===== config.mk =====
export PLATFORM = sky130hd
export DESIGN_NAME = pkt_wr_arbiter
export DESIGN_NICKNAME = d
export VERILOG_FILES = /design/src/rtl/pkt_wr_arbiter.sv
export SDC_FILE = /design/constraint.sdc
export NUM_CORES = 1
export LEC_CHECK = 0
export BUFFER_PORTS_ARGS = -buffer_cell sky130_fd_sc_hd__buf_4
export CAP_MARGIN = 20
export CORE_AREA = 2 2 71 73
export DETAILED_ROUTE_END_ITERATION = 16
export DIE_AREA = 0 0 73 75
export PLACE_DENSITY = 0.89
export SYNTH_ARGS = -nofsm -noshare
export SYNTH_HDL_FRONTEND = slang
export SYNTH_SLANG_ARGS = --single-unit

===== constraint.sdc =====
create_clock -name clk -period 4.99 [get_ports clk]
set_input_delay 0.499 -clock clk [delete_from_list [all_inputs] [get_ports clk]]
set_output_delay 0.499 -clock clk [all_outputs]
set_load 0.01 [all_outputs]

===== src/rtl/pkt_wr_arbiter.sv =====
// Packet-granular round-robin arbiter sharing one FIFO write port among NUM_REQ producers.
// Grants lock for a whole packet; a beat-count watchdog truncates runaway packets.
//
// state | meaning
// IDLE  | no grant held; arbitrate among valid requesters starting after last_r
// BUSY  | grant held by grant_id; beats of that packet flow to the FIFO
module pkt_wr_arbiter #(
    parameter int NUM_REQ    = 4,
    parameter int DATA_WIDTH = 32,
    parameter int MAX_BEATS  = 64,
    localparam int ID_W      = $clog2(NUM_REQ)
) (
    input  logic                           clk,
    input  logic                           rst_n,
    input  logic [NUM_REQ-1:0]             req_valid,
    input  logic [NUM_REQ*DATA_WIDTH-1:0]  req_data,
    input  logic [NUM_REQ-1:0]             req_last,
    output logic [NUM_REQ-1:0]             req_ready,
    input  logic                           fifo_full,
    output logic                           fifo_wr_en,
    output logic [DATA_WIDTH+ID_W:0]       fifo_wr_data,
    output logic                           grant_valid,
    output logic [ID_W-1:0]                grant_id,
    output logic                           pkt_err,
    input  logic                           err_clr
);

    localparam int BW = $clog2(MAX_BEATS);
    localparam logic [BW-1:0] BEAT_LIMIT = BW'(MAX_BEATS - 1);

    typedef enum logic {
        IDLE = 1'b0,
        BUSY = 1'b1
    } state_t;

    state_t               state_r, state_nxt;
    logic [ID_W-1:0]      grant_id_r, grant_nxt;
    logic [ID_W-1:0]      last_r, last_nxt;
    logic [BW-1:0]        beats_r, beats_nxt;
    logic                 pkt_err_r;
    logic                 last_out;
    logic                 beat_acc;
    logic                 trunc;
    logic [DATA_WIDTH-1:0] sel_data;
    logic [ID_W:0]        pick_idle;
    logic [ID_W:0]        pick_eop;

    // Returns {found, index}: first valid requester searching from ptr+1, wrapping.
    function automatic logic [ID_W:0] rr_pick(input logic [NUM_REQ-1:0] vld,
                                              input logic [ID_W-1:0]    ptr);
        logic            found;
        logic [ID_W-1:0] win;
        int              idx;
        found = 1'b0;
        win   = '0;
        for (int k = 1; k <= NUM_REQ; k++) begin
            idx = (int'(ptr) + k) % NUM_REQ;
            if (!found && vld[idx]) begin
                found = 1'b1;
                win   = ID_W'(idx);
            end
        end
        return {found, win};
    endfunction

    // At end of packet the current grantee is excluded so others get a turn.
    assign pick_idle = rr_pick(req_valid, last_r);
    assign pick_eop  = rr_pick(req_valid & ~(NUM_REQ'(1) << grant_id_r), grant_id_r);

    assign sel_data = req_data[int'(grant_id_r)*DATA_WIDTH +: DATA_WIDTH];
    assign last_out = req_last[grant_id_r] || (beats_r == BEAT_LIMIT);

    always_comb begin
        state_nxt  = state_r;
        grant_nxt  = grant_id_r;
        last_nxt   = last_r;
        beats_nxt  = beats_r;
        req_ready  = '0;
        fifo_wr_en = 1'b0;
        beat_acc   = 1'b0;
        trunc      = 1'b0;
        case (state_r)
            IDLE: begin
                if (pick_idle[ID_W]) begin
                    grant_nxt = pick_idle[ID_W-1:0];
                    last_nxt  = pick_idle[ID_W-1:0];
                    beats_nxt = '0;
                    state_nxt = BUSY;
                end
            end
            BUSY: begin
                req_ready[grant_id_r] = !fifo_full;
                beat_acc              = req_valid[grant_id_r] && !fifo_full;
                fifo_wr_en            = beat_acc;
                if (beat_acc) begin
                    trunc = !req_last[grant_id_r] && (beats_r == BEAT_LIMIT);
                    if (last_out) begin
                        beats_nxt = '0;
                        if (pick_eop[ID_W]) begin
                            grant_nxt = pick_eop[ID_W-1:0];
                            last_nxt  = pick_eop[ID_W-1:0];
                        end else begin
                            state_nxt = IDLE;
                        end
                    end else begin
                        beats_nxt = beats_r + BW'(1);
                    end
                end
            end
            default: state_nxt = IDLE;
        endcase
    end

    always_ff @(posedge clk or negedge rst_n) begin
        if (!rst_n) begin
            state_r    <= IDLE;
            grant_id_r <= '0;
            last_r     <= ID_W'(NUM_REQ - 1);
            beats_r    <= '0;
            pkt_err_r  <= 1'b0;
        end else begin
            state_r    <= state_nxt;
            grant_id_r <= grant_nxt;
            last_r     <= last_nxt;
            beats_r    <= beats_nxt;
            // A truncation in the same cycle as a clear must not be lost.
            if (trunc) begin
                pkt_err_r <= 1'b1;
            end else if (err_clr) begin
                pkt_err_r <= 1'b0;
            end
        end
    end

    assign fifo_wr_data = {grant_id_r, last_out, sel_data};
    assign grant_valid  = (state_r == BUSY);
    assign grant_id     = grant_id_r;
    assign pkt_err      = pkt_err_r;

endmodule


==> flow_summary.yaml <==
timing:
  worstMarginPinSlew_ns: 0.7900
  fin_tns_setup_ns: 0
  min_period_over_period: 0.6064
  rsz0062_at_grt: "false"
  finalHoldViolCount: 0
  max_freq_mhz: 330.5
  relSlewSlack: 0.4734
  setup_violations: 0
  drv_slew: 0
  period_needed_ns: 3.026
  clock_skew_ns: 0.002276
clocking:
  cts-root-buf: "clkbuf_8"
  post-cts-setup-buffers: 0
  cts.path.max_buffers: 2
  h-tree-depth: 1
  cts_buffers: 3
  clk_pin_slew_worst_paths_ns: 0.06
  clock_latency_ns: 0.24
  post_cts_resized: 0
  cts_tree: "built"
  clock_sinks: 12
  ctsHoldBuffers: 0
critical_path:
  startpoint_type: "flip-flop"
  reg2regPathDepth: 8
  arrival_ns: 2.53
  cp_slowest_cell: "dfrtp_1"
  cpMostUsedCell: "buf_4"
  slowest_delay_ns: 0.85
  cp.required_ns: 4.49
  path_class: "reg2out"
  endpoint_kind: "output pin"
  path_max_fanout: 24
  cp_cell_sequence: "buf_4, mux4_2, nand2_1, inv_1, buf_4"
route:
  antenna_left: 0
  dr.max_layer_used: "met4"
  via_per_inst: 5.665
  drcViolationCount: 0
  dr.pass1.iters: 4
  drt_iter0_drc: 108
  totalWireLength_um: 7950
  met3_length_um: 1134
  met1Wirelength_um: 2750
  route.met2.wl_um: 3900
  wl_per_cell_um: 20.65
  via_count: 2181
synth:
  async_flop_share: 1.000
  synth_edf_count: 0
  synth-compound-area-share: 0.1423
  synth_nets: 299
  synth_flop_cell: "dfrtp_1"
  yosysUniqueCellTypes: 44
  synthSimpleGateAreaFrac: 0.1367
  yosysWarningCount: 0
  syn_inst: 154
  synthXorXnorAreaFrac: 0.01495
  synth_top_family_by_area: "multiplexers"
  synth_area_sq_um: 1758
  synthAdderAreaFrac: 0.03559
  synth-seq-cells: 12
  avgSynthCellArea_sq_um: 11.42
  synth_mux_area_frac: 0.4470
  yosysSeqAreaShare: 0.1722
power_and_ir_drop:
  p_leak_nw: 1.555
  p_sw_mw: 0.5868
  p_seq_frac: 0.151
  worst_ir_drop_vdd_mv: 0.2322
  p_comb_frac: 0.773
  finalPower_mw: 1.417
  power.internal_mw: 0.8305
  swShare: 0.4140
  p_per_area_nw_per_um2: 441.4
  clock_power_share: 0.075
layout:
  num_antenna_cells: 0
  syn2layout_area_growth_pct: 82.63
  layout_commonest_cell: "buf_4"
  fin_nets: 477
  final.fill_count: 361
  drive_above_1_share: 0.7009
  mostFrequentLayoutCells: "buf_4, mux4_2, nand2_1"
job:
  drv_cap: 0
grt:
  gr-total-overflow: 0
  grtUsageTotal: 0.2867
  grt_pass1_wl_um: 11370
  grt_pass1_vias: 2133
  grt_max_degree: 25
  antenna_found_initial: 0
placement:
  dp_hpwl_um: 6965
  routabilityCongestion: 0.9005
  io_buffer_count: 183
die:
  ioPinCount: 184
  start_util: 0.3772
  die_y_um: 75
  placement_rows: 25
  coreArea_sq_um: 4661
  fp.dieW_um: 73
  die_area_sq_um: 5475
outcome:
  outcome: "finished, final reports clean"
min_path:
  min-delay-path-class: "in2async"
## cell type report
type | count | area [sq um] | share of cell area
Timing Repair Buffer | 185 | 1389 | 0.4326
Multi-Input combinational cell | 122 | 1365 | 0.4252
Sequential cell | 12 | 304.0 | 0.09470
Tap cell | 54 | 67.56 | 0.02104
Clock buffer | 4 | 55.05 | 0.01715
Inverter | 8 | 30.03 | 0.009353
## layer usage
layer,global-route usage,vias to the layer above
li1,-,979
met1,0.3236,1051
met2,0.4885,137
met3,0.1392,14
met4,0.07407,0
met5,0,-
## through the flow
step	setup slack, ns	utilization	instances	area (sq um)	hold WS, ns
after floorplan	2.556	-	154	1758	0.2034
after global routing	1.833	0.6889	385	3211	0.08879
after global placement	2.299	0.6770	381	3156	0.3477
after CTS	1.978	0.6889	385	3211	0.09112
final	1.964	0.6889	385	3211	0.08826
after detailed placement	2.215	0.6770	381	3156	0.3502
## critical path: cells and delay by family (launching register included)
family                 cells  cell delay [ns]
flip-flops                 1             0.85
multiplexers               1             0.53
buffers and inverters      3             0.71
AND/OR/NAND/NOR            1             0.18
## sequential cells by signal, summed over array words and instances (netlist names)
register,cells
beats_r,6
grant_id,2
grant_valid,1
last_r,2
pkt_err,1
## Yosys cell counts, drive strengths merged (4+ instances only)
| cell | instances | area (sq um) |
|---|---|---|
| a21oi | 4 | 20.02 |
| inv | 8 | 30.03 |
| nor2 | 8 | 30.03 |
| dfrtp | 10 | 250.2 |
| ha | 5 | 62.56 |
| clkbuf | 5 | 18.77 |
| nand2 | 11 | 41.29 |
| and2 | 4 | 25.02 |
| o21ai | 9 | 48.80 |
| nand4 | 4 | 25.02 |
| mux4 | 34 | 765.7 |
| nand3 | 4 | 20.02 |
| nand2b | 4 | 25.02 |
| buf | 7 | 41.28 |
## cells by family after synthesis
kind of cell	count (synthesis)
AOI/OAI and AO/OA	32
xor gates and xnor gates	3
adders and majority gates	5
buffers and inverters	20
DFF	12
muxes	36
and+or+nand+nor	46
## path summary, 6_finish.rpt
path,from,endpoint,slack [ns]
worst max-delay path,grant_id[1],fifo_wr_en,1.96
worst min-delay path,rst_n,pkt_err,0.09
worst max register to register,grant_id[1],grant_id[0],2.21
worst min register to register,beats_r[0],beats_r[0],0.53
max in group asynchronous,rst_n,last_r[0],4.67
min in group clk,err_clr,pkt_err,0.43
## power groups by stage
stage	registers, mW	logic (mW)	clock network, mW
5_1_grt	0.224	1.17	0.115
2_1_floorplan	0.167	0.703	0
6_report	0.214	1.10	0.107
3_3_place_gp	0.214	1.08	0
4_1_cts	0.215	1.10	0.109
3_5_place_dp	0.217	1.10	0
Power figures use the tool's default switching activity.
